### config.mk
export PLATFORM = sky130hd
export DESIGN_NAME = rf_wb_arbiter
export DESIGN_NICKNAME = d
export VERILOG_FILES = /design/src/rtl/arm_rf_pkg.sv /design/src/rtl/wb_fifo.sv /design/src/rtl/rf_wb_arbiter.sv
export SDC_FILE = /design/constraint.sdc
export NUM_CORES = 1
export LEC_CHECK = 0
export CAP_MARGIN = 20
export CORE_MARGIN = 3
export CORE_UTILIZATION = 40
export CTS_CLUSTER_SIZE = 40
export DETAILED_ROUTE_END_ITERATION = 10
export GPL_TIMING_DRIVEN = 0
export PLACE_DENSITY = 0.77
export SETUP_SLACK_MARGIN = 0.15
export SYNTH_ARGS = -nofsm -noshare
export SYNTH_HDL_FRONTEND = slang
export SYNTH_SLANG_ARGS = --single-unit
### constraint.sdc
create_clock -name clk -period 4.05 [get_ports clk]
set_clock_uncertainty 0.05 [all_clocks]
set_input_delay 0.81 -clock clk [delete_from_list [all_inputs] [get_ports clk]]
set_output_delay 0.81 -clock clk [all_outputs]
set_load 0.005 [all_outputs]
### src/rtl/arm_rf_pkg.sv
// Shared types for the ARM register-file write-back path: request record,
// source tag and register-decode helper.
package arm_rf_pkg;

  localparam int RF_NREGS = 16;
  localparam int RF_AW    = 4;
  localparam int RF_DW    = 32;

  typedef struct packed {
    logic [RF_AW-1:0] rd;
    logic [RF_DW-1:0] data;
  } wb_req_t;

  typedef enum logic {
    WB_ALU = 1'b0,
    WB_MEM = 1'b1
  } wb_src_e;

  function automatic logic [RF_NREGS-1:0] rd_onehot(input logic [RF_AW-1:0] rd);
    rd_onehot = {{(RF_NREGS-1){1'b0}}, 1'b1} << rd;
  endfunction

endpackage

### src/rtl/wb_fifo.sv
// Synchronous FIFO of write-back requests; DEPTH must be a power of two so the
// extra pointer bit distinguishes full from empty.
module wb_fifo
  import arm_rf_pkg::*;
#(
  parameter int DEPTH = 2
) (
  input  logic    clk,
  input  logic    clr,
  input  logic    push,
  input  logic    pop,
  input  wb_req_t din,
  output wb_req_t dout,
  output logic    full,
  output logic    empty
);

  localparam int AW = $clog2(DEPTH);

  logic [AW:0] wr_ptr_r;
  logic [AW:0] rd_ptr_r;
  wb_req_t     mem_r [DEPTH];
  logic        do_push_s;
  logic        do_pop_s;

  assign empty     = (wr_ptr_r == rd_ptr_r);
  assign full      = (wr_ptr_r[AW] != rd_ptr_r[AW]) && (wr_ptr_r[AW-1:0] == rd_ptr_r[AW-1:0]);
  assign do_pop_s  = pop && !empty;
  assign do_push_s = push && (!full || do_pop_s);
  assign dout      = mem_r[rd_ptr_r[AW-1:0]];

  // Pointer update; reset flushes the contents.
  always_ff @(posedge clk or negedge clr) begin
    if (!clr) begin
      wr_ptr_r <= '0;
      rd_ptr_r <= '0;
    end else begin
      if (do_push_s) wr_ptr_r <= wr_ptr_r + {{AW{1'b0}}, 1'b1};
      if (do_pop_s)  rd_ptr_r <= rd_ptr_r + {{AW{1'b0}}, 1'b1};
    end
  end

  // Storage write.
  always_ff @(posedge clk) begin
    if (do_push_s) mem_r[wr_ptr_r[AW-1:0]] <= din;
  end

endmodule

### src/rtl/rf_wb_arbiter.sv
// Write-back arbiter sharing the RegFile write port between the ALU and the
// load-return FIFO. Optional bypass ports are enabled by RF_WB_FWD_EN.
module rf_wb_arbiter
  import arm_rf_pkg::*;
#(
  parameter int STARVE_MAX = 3,
  parameter int MEM_DEPTH  = 2
) (
  input  logic                clk,
  input  logic                clr,
  input  logic                alu_valid,
  input  logic [RF_AW-1:0]    alu_rd,
  input  logic [RF_DW-1:0]    alu_data,
  output logic                alu_ready,
  input  logic                mem_valid,
  input  logic [RF_AW-1:0]    mem_rd,
  input  logic [RF_DW-1:0]    mem_data,
  output logic                mem_ovf,
  output logic                rf_le,
  output logic [RF_AW-1:0]    rf_rc,
  output logic [RF_DW-1:0]    rf_i,
`ifdef RF_WB_FWD_EN
  input  logic [RF_AW-1:0]    ra,
  input  logic [RF_AW-1:0]    rb,
  output logic                fwd_a,
  output logic                fwd_b,
  output logic [RF_DW-1:0]    fwd_data,
`endif
  output logic [RF_NREGS-1:0] pend
);

  localparam int WW = (STARVE_MAX > 0) ? $clog2(STARVE_MAX + 1) : 1;
  localparam logic [WW-1:0] WAIT_MAX = WW'(STARVE_MAX);
  localparam int CW = $clog2(MEM_DEPTH + 1);

  logic                fifo_full_s;
  logic                fifo_empty_s;
  wb_req_t             head_s;
  wb_req_t             push_req_s;
  wb_req_t             sel_s;
  wb_src_e             src_s;
  logic                alu_win_s;
  logic                alu_grant_s;
  logic                mem_grant_s;
  logic                push_ok_s;
  logic [WW-1:0]       wait_r;
  logic [CW-1:0]       cnt_r     [RF_NREGS];
  logic [CW-1:0]       cnt_nxt_s [RF_NREGS];
  logic [RF_NREGS-1:0] queued_s;

  assign push_req_s = '{rd: mem_rd, data: mem_data};

  wb_fifo #(.DEPTH(MEM_DEPTH)) u_fifo (
    .clk   (clk),
    .clr   (clr),
    .push  (push_ok_s),
    .pop   (mem_grant_s),
    .din   (push_req_s),
    .dout  (head_s),
    .full  (fifo_full_s),
    .empty (fifo_empty_s)
  );

  // Grant decision and write-port source selection.
  always_comb begin
    alu_win_s   = fifo_empty_s || (wait_r == WAIT_MAX);
    alu_grant_s = clr && alu_valid && alu_win_s;
    mem_grant_s = clr && !fifo_empty_s && !alu_grant_s;
    push_ok_s   = clr && mem_valid && (!fifo_full_s || mem_grant_s);
    if (alu_grant_s) begin
      src_s = WB_ALU;
    end else begin
      src_s = WB_MEM;
    end
    case (src_s)
      WB_ALU:  sel_s = '{rd: alu_rd, data: alu_data};
      WB_MEM:  sel_s = head_s;
      default: sel_s = head_s;
    endcase
  end

  assign alu_ready = alu_grant_s;

  // Starvation counter: counts consecutive lost cycles of a waiting ALU.
  always_ff @(posedge clk or negedge clr) begin
    if (!clr) begin
      wait_r <= '0;
    end else if (alu_valid && !alu_grant_s) begin
      if (wait_r != WAIT_MAX) wait_r <= wait_r + WW'(1);
    end else begin
      wait_r <= '0;
    end
  end

  // Registered write port; reset discards any presented write.
  always_ff @(posedge clk or negedge clr) begin
    if (!clr) begin
      rf_le <= 1'b1;
      rf_rc <= '0;
      rf_i  <= '0;
    end else if (alu_grant_s || mem_grant_s) begin
      rf_le <= 1'b0;
      rf_rc <= sel_s.rd;
      rf_i  <= sel_s.data;
    end else begin
      rf_le <= 1'b1;
    end
  end

  // Sticky overflow: full FIFO with no same-cycle pop drops the push.
  always_ff @(posedge clk or negedge clr) begin
    if (!clr) begin
      mem_ovf <= 1'b0;
    end else if (mem_valid && fifo_full_s && !mem_grant_s) begin
      mem_ovf <= 1'b1;
    end else begin
      mem_ovf <= mem_ovf;
    end
  end

  // Per-register count of queued loads, so duplicate targets are tracked.
  always_comb begin
    for (int r = 0; r < RF_NREGS; r++) begin
      cnt_nxt_s[r] = cnt_r[r]
                   + {{(CW-1){1'b0}}, (push_ok_s && (mem_rd == RF_AW'(r)))}
                   - {{(CW-1){1'b0}}, (mem_grant_s && (head_s.rd == RF_AW'(r)))};
      queued_s[r]  = (cnt_r[r] != '0);
    end
  end

  // Scoreboard count registers.
  always_ff @(posedge clk or negedge clr) begin
    if (!clr) begin
      for (int r = 0; r < RF_NREGS; r++) cnt_r[r] <= '0;
    end else begin
      for (int r = 0; r < RF_NREGS; r++) cnt_r[r] <= cnt_nxt_s[r];
    end
  end

  assign pend = queued_s | (rf_le ? {RF_NREGS{1'b0}} : rd_onehot(rf_rc));

`ifdef RF_WB_FWD_EN
  assign fwd_a    = !rf_le && (rf_rc == ra);
  assign fwd_b    = !rf_le && (rf_rc == rb);
  assign fwd_data = rf_i;
`endif

endmodule
Word level (Yosys, flattened, before mapping). Memory sizes are Yosys's and may differ from the RTL's. Index checks and enable logic that the tools add are counted.

Register bits after elaboration: 76. Memory bits (writable): 72. Bits of input ports: 76. Output and inout bits: 55. Memories kept: 1.

$add $sub $neg: 35. Equal/unequal tests: 36. Shift operators: 1. Multiplexer cells: 8. Bitwise operators: 1. Reductions and logical operators: 70.

Memories: u_fifo.mem_r (words 2, bits a word 36, rd ports 1, clocked after Yosys merged registers in 0, write ports 1, RTL line wb_fifo.sv:22) `wb_req_t mem_r [DEPTH];`.

Operators by type and width (count): $pmux 36 s2 (1); $eq 4x4->1 const B (16); $logic_and 1x1->1 (44); $add 2x1->2 (16); $eq 4x3->1 const B (8); $reduce_bool 2->1 (16); $sub 2x1->2 (16); $eq 4x2->1 const B (4); $mux 16 (1); $or 16x16->16 (1); $shl 1x4->16 const A (1); $eq 4x1->1 const B (2); $logic_not 4->1 (2); $add 2x1->2 const B (3); $logic_not 1->1 (4); $logic_or 1x1->1 (4); $mux 1 (4); $mux 2 (2); $eq 2x2->1 (1); $eq 2x2->1 const B (1); $ne 2x1->1 const B (1); $ne 2x2->1 const B (1); $eq 1x1->1 (1); $ne 1x1->1 (1).

Longest topological paths before layout.
Depth in word-level cells: 10. Gate-level depth with buffers: 10. Gate-level depth less buffers: 9.

Hierarchy. Synthesis repeated with hierarchy kept, for this count alone.

Cell total of the unflattened synthesis: 548. Area, all modules: 6824.0 um^2.

Modules (own cells, without submodules): rf_wb_arbiter (instances 1, cells each 407, area an instance 3975.1 um^2, sequential area each 1803.0 um^2); wb_fifo (instances 1, cells each 141, area an instance 2849.0 um^2, sequential area each 2262.2 um^2).

Worst setup path after synthesis. OpenSTA, ideal clock, no wires.

Path type: input -> register. From: input port clr. To: memory u_fifo.mem_r[1][0] (netlist name), enable pin. Setup time: 0.500 ns. Data arrival time: 3.948 ns. Required time: 3.500 ns. Setup slack: -0.448 ns. Cell stages on the path: 3. Buffers on the path: 1. Path through: buf_2 > nand2_1 > a311oi_1.

Cells in the longest elaborated chain, start to end: 9. Elaborated cells on any way between the ends: 13. Classes of those cells: 2 x mux; 11 x reduce/logical.

RTL lines: from (decl) (RTL line rf_wb_arbiter.sv:10) `input logic clr,`; $logic_and 1x1->1 (2 in series) (RTL line rf_wb_arbiter.sv:67) `alu_grant_s = clr && alu_valid && alu_win_s;`; $logic_not 1->1 (RTL line rf_wb_arbiter.sv:68) `mem_grant_s = clr && !fifo_empty_s && !alu_grant_s;`; $logic_and 1x1->1 (RTL line rf_wb_arbiter.sv:68); $logic_or 1x1->1 / $logic_and 1x1->1 (equally long branches) (RTL line rf_wb_arbiter.sv:69, wb_fifo.sv:28); $logic_and 1x1->1 / $logic_or 1x1->1 (equally long branches) (RTL line rf_wb_arbiter.sv:69, wb_fifo.sv:29); $logic_and 1x1->1 * (RTL line wb_fifo.sv:29) `assign do_push_s = push && (!full || do_pop_s);`; $mux 1 * (RTL line wb_fifo.sv:45) `if (do_push_s) mem_r[wr_ptr_r[AW-1:0]] <= din;`; $mux 1 (not written as such) * (RTL line wb_fifo.sv:45); to (decl) (RTL line wb_fifo.sv:22).

Mark *: on every way between the ends. The rest lies on a longest branch, timed or not.

Worst setup path after layout.
From: input port clr. To: output port alu_ready.

Cells in the longest elaborated chain, start to end: 2.

RTL lines: $logic_and 1x1->1 (2 in series) (RTL line rf_wb_arbiter.sv:67); to (decl) (RTL line rf_wb_arbiter.sv:14) `output logic alu_ready,`.

No other way between the ends.

==> metrics.yaml <==
worstPathRequired_ns: 3.19
clockBufferDepth: 2
worstSkewPairLatency_ns: 0.42
instances_no_fill: 979
place_inst: 949
final_cell_mix: "clkdlybuf4s50_1 (129), dfrtp_1 (75), edfxtp_1 (72)"
critPathLaunchType: "input pin"
slew_headroom: 0.526
diodes: 0
grt_max_degree: 42
dp_slack_ns: 0.398
grt_pass1_vias: 5597
crit_start: "clr"
cts_made_buffers: 17
grt_usage: 0.187
die_area_um2: 20000
worstMarginPinSlew_ns: 0.705
maxSlewViolCount: 0
synth_edf_count: 72
period_share: 0.896
via_per_inst: 5.55
cts_sinks: 148
critPathCaptureType: "output pin"
cts-root-buf: "clkbuf_16"
num_io_pins: 131
status: "completed"
cts_hold_buf: 0
dp.final_hpwl_um: 13600
synth_area_leaders: "edfxtp_1 (29%), dfrtp_1 (26%), mux2_2 (5.7%)"
io_buffers: 130
syn-instance-count: 589
routabilityCongestion: 0.897
via_count: 5438
antenna_found_initial: 0
power.switching_mw: 2.56
min_path_type: "in2async"
ff2ff_path_depth: 10
p_per_area_nw_per_um2: 745
nFillCells: 1519
max_freq_ghz: 0.276
layout-drive-gt1-share: 0.129
final_common_cell: "clkdlybuf4s50_1"
ir_worst_vdd_v: 0.000437
dpl_cell_area_um2: 9050
setup_violations: 0
yosysTopAreaCell: "edfxtp_1"
synth_area_per_cell_um2: 12.5
cp.arrival_ns: 2.77
synth_seq_area_share: 0.553
design_area_um2: 9690
power.leakage_nw: 3.76
row_count: 48
r2r-start: "wait_r[0]"
dieWidth_um: 142
die_height_um: 142
yosys.cell_types.count: 43
synth_top_area_frac: 0.294
grt-ovfl-total: 0
ys_warn_count: 0
start_util: 0.416
layout.nets: 852
grt_pass1_wl_um: 29200
swShare: 0.354
critPathMaxFanout: 37
drt_wl_total_um: 18300
syn_nets: 698
fin_crit_ns: 3.63
drc: 0
ys_ff_latch: 148
r2r_setup_slack_ns: 1.30
drv_cap: 0
clkPwrFrac: 0.237
p_int_mw: 4.66
crit_path_end: "alu_ready"
crit_type: "in2out"
final_antenna_net_count: 0
synthFlopType: "dfrtp_1"
coreArea_um2: 17700
dr.pass1.iters: 5
cts_tree: "built"
r2r-end: "cnt_r[13]"
rsz0062_at_grt: "no"
areaGrowthSynthToFinish_pct: 31.8
seq_power_share: 0.332
fin_ws_ns: 0.422
clkTransAtPathRegs_ns: 0.06
power_mw: 7.22
hold_violations: 0
avgRoutedWirePerCell_um: 18.7
cts-resized-gates: 0
htree_levels: 4
post_cts_buffers: 0
syn_area_um2: 7350
power_frac_comb: 0.430
first_iter_violations: 353
ys_async_sr_fraction: 0.514
-- per-layer routing --
metal,global-route usage,routed length [µm],vias up
met5,0,0,-
met2,0.301,8830,183
met4,0.0823,544,0
met1,0.248,7990,2691
met3,0.0344,951,36
li1,-,-,2528
-- how the worst min path moves through the flow --
stage | slack, ns | endpoint | cells past startpoint | startpoint
after floorplan | 0.40 | cnt_r[5] | 1 | cnt_r[5]
after global placement | 0.39 | mem_ovf | 1 | mem_ovf
after detailed placement | 0.39 | mem_ovf | 1 | mem_ovf
after CTS | 0.31 | cnt_r[7] | 1 | clr
after global routing | 0.34 | cnt_r[7] | 1 | clr
final | 0.31 | cnt_r[7] | 1 | clr
-- state kept, by name (all words and copies together) (netlist names) --
name and cells:
cnt_r 32, wait_r 2, u_fifo.wr_ptr_r 2, u_fifo.rd_ptr_r 2
u_fifo.mem_r 72, rf_rc 4, mem_ovf 1, rf_i 32
rf_le 1
-- worst max-delay path, stage by stage --
cell,delay [ns]
buf_4,0.41
buf_2,0.31
nand2_1,0.21
clkbuf_1,0.29
nor2_1,0.18
clkdlybuf4s50_1,0.54
-- metrics by stage --
| stage | utilization | hold slack [ns] | setup TNS [ns] |
|---|---|---|---|
| floorplan | - | 0.396 | 0 |
| CTS | 0.549 | 0.313 | 0 |
| global placement | 0.506 | 0.390 | -451.51 |
| global route | 0.549 | 0.339 | 0 |
| finish | 0.549 | 0.308 | 0 |
| detailed placement | 0.513 | 0.393 | 0 |
-- Yosys cell counts, types with 2 or more instances --
master,number
dfrtp_1,75
edfxtp_1,72
inv_1,54
mux2_2,37
o211ai_1,37
nor2b_1,36
xnor2_1,36
ha_1,33
a32oi_1,32
nor2_1,26
clkbuf_1,24
o311ai_0,23
nand3_1,16
buf_2,12
a211o_1,9
o311ai_1,9
nand2_1,6
mux2i_1,4
nand4_1,4
nor3_1,4
o221ai_1,4
o31ai_1,4
a311o_1,3
and2_1,3
buf_4,3
buf_1,2
o2111ai_1,2
o2111ai_2,2
o211a_1,2
xor2_1,2
-- final cells by class --
cell class	instances	area [µm²]	area share
timing repair buffer	135	1400	0.144
clock inverter	9	178	0.0183
inverter	55	206	0.0213
buffer	41	180	0.0186
sequential	148	4070	0.420
multi-input combinational	345	2920	0.301
tap	225	282	0.0291
clock buffer	21	460	0.0475
-- cells by family (layout without fill, tap and decap cells) --
logic type / after synthesis / count (layout) / share of synthesized area
compound gates: 134 / 134 / 0.155
xor+xnor: 41 / 41 / 0.0534
fa+ha+maj: 33 / 33 / 0.0562
buf+inv: 96 / 261 / 0.0526
flops: 148 / 148 / 0.553
mux: 41 / 41 / 0.0621
simple gates: 96 / 96 / 0.0674
-- power groups by stage --
stage | Combinational, mW | Sequential [mW] | Clock [mW]
after floorplan | 1.82 | 2.36 | 0
after global placement | 3.00 | 2.41 | 0
after detailed placement | 3.11 | 2.42 | 0
after CTS | 3.11 | 2.40 | 1.73
after global routing | 3.40 | 2.46 | 1.79
final | 3.11 | 2.40 | 1.71
Power figures use the tool's default switching activity.
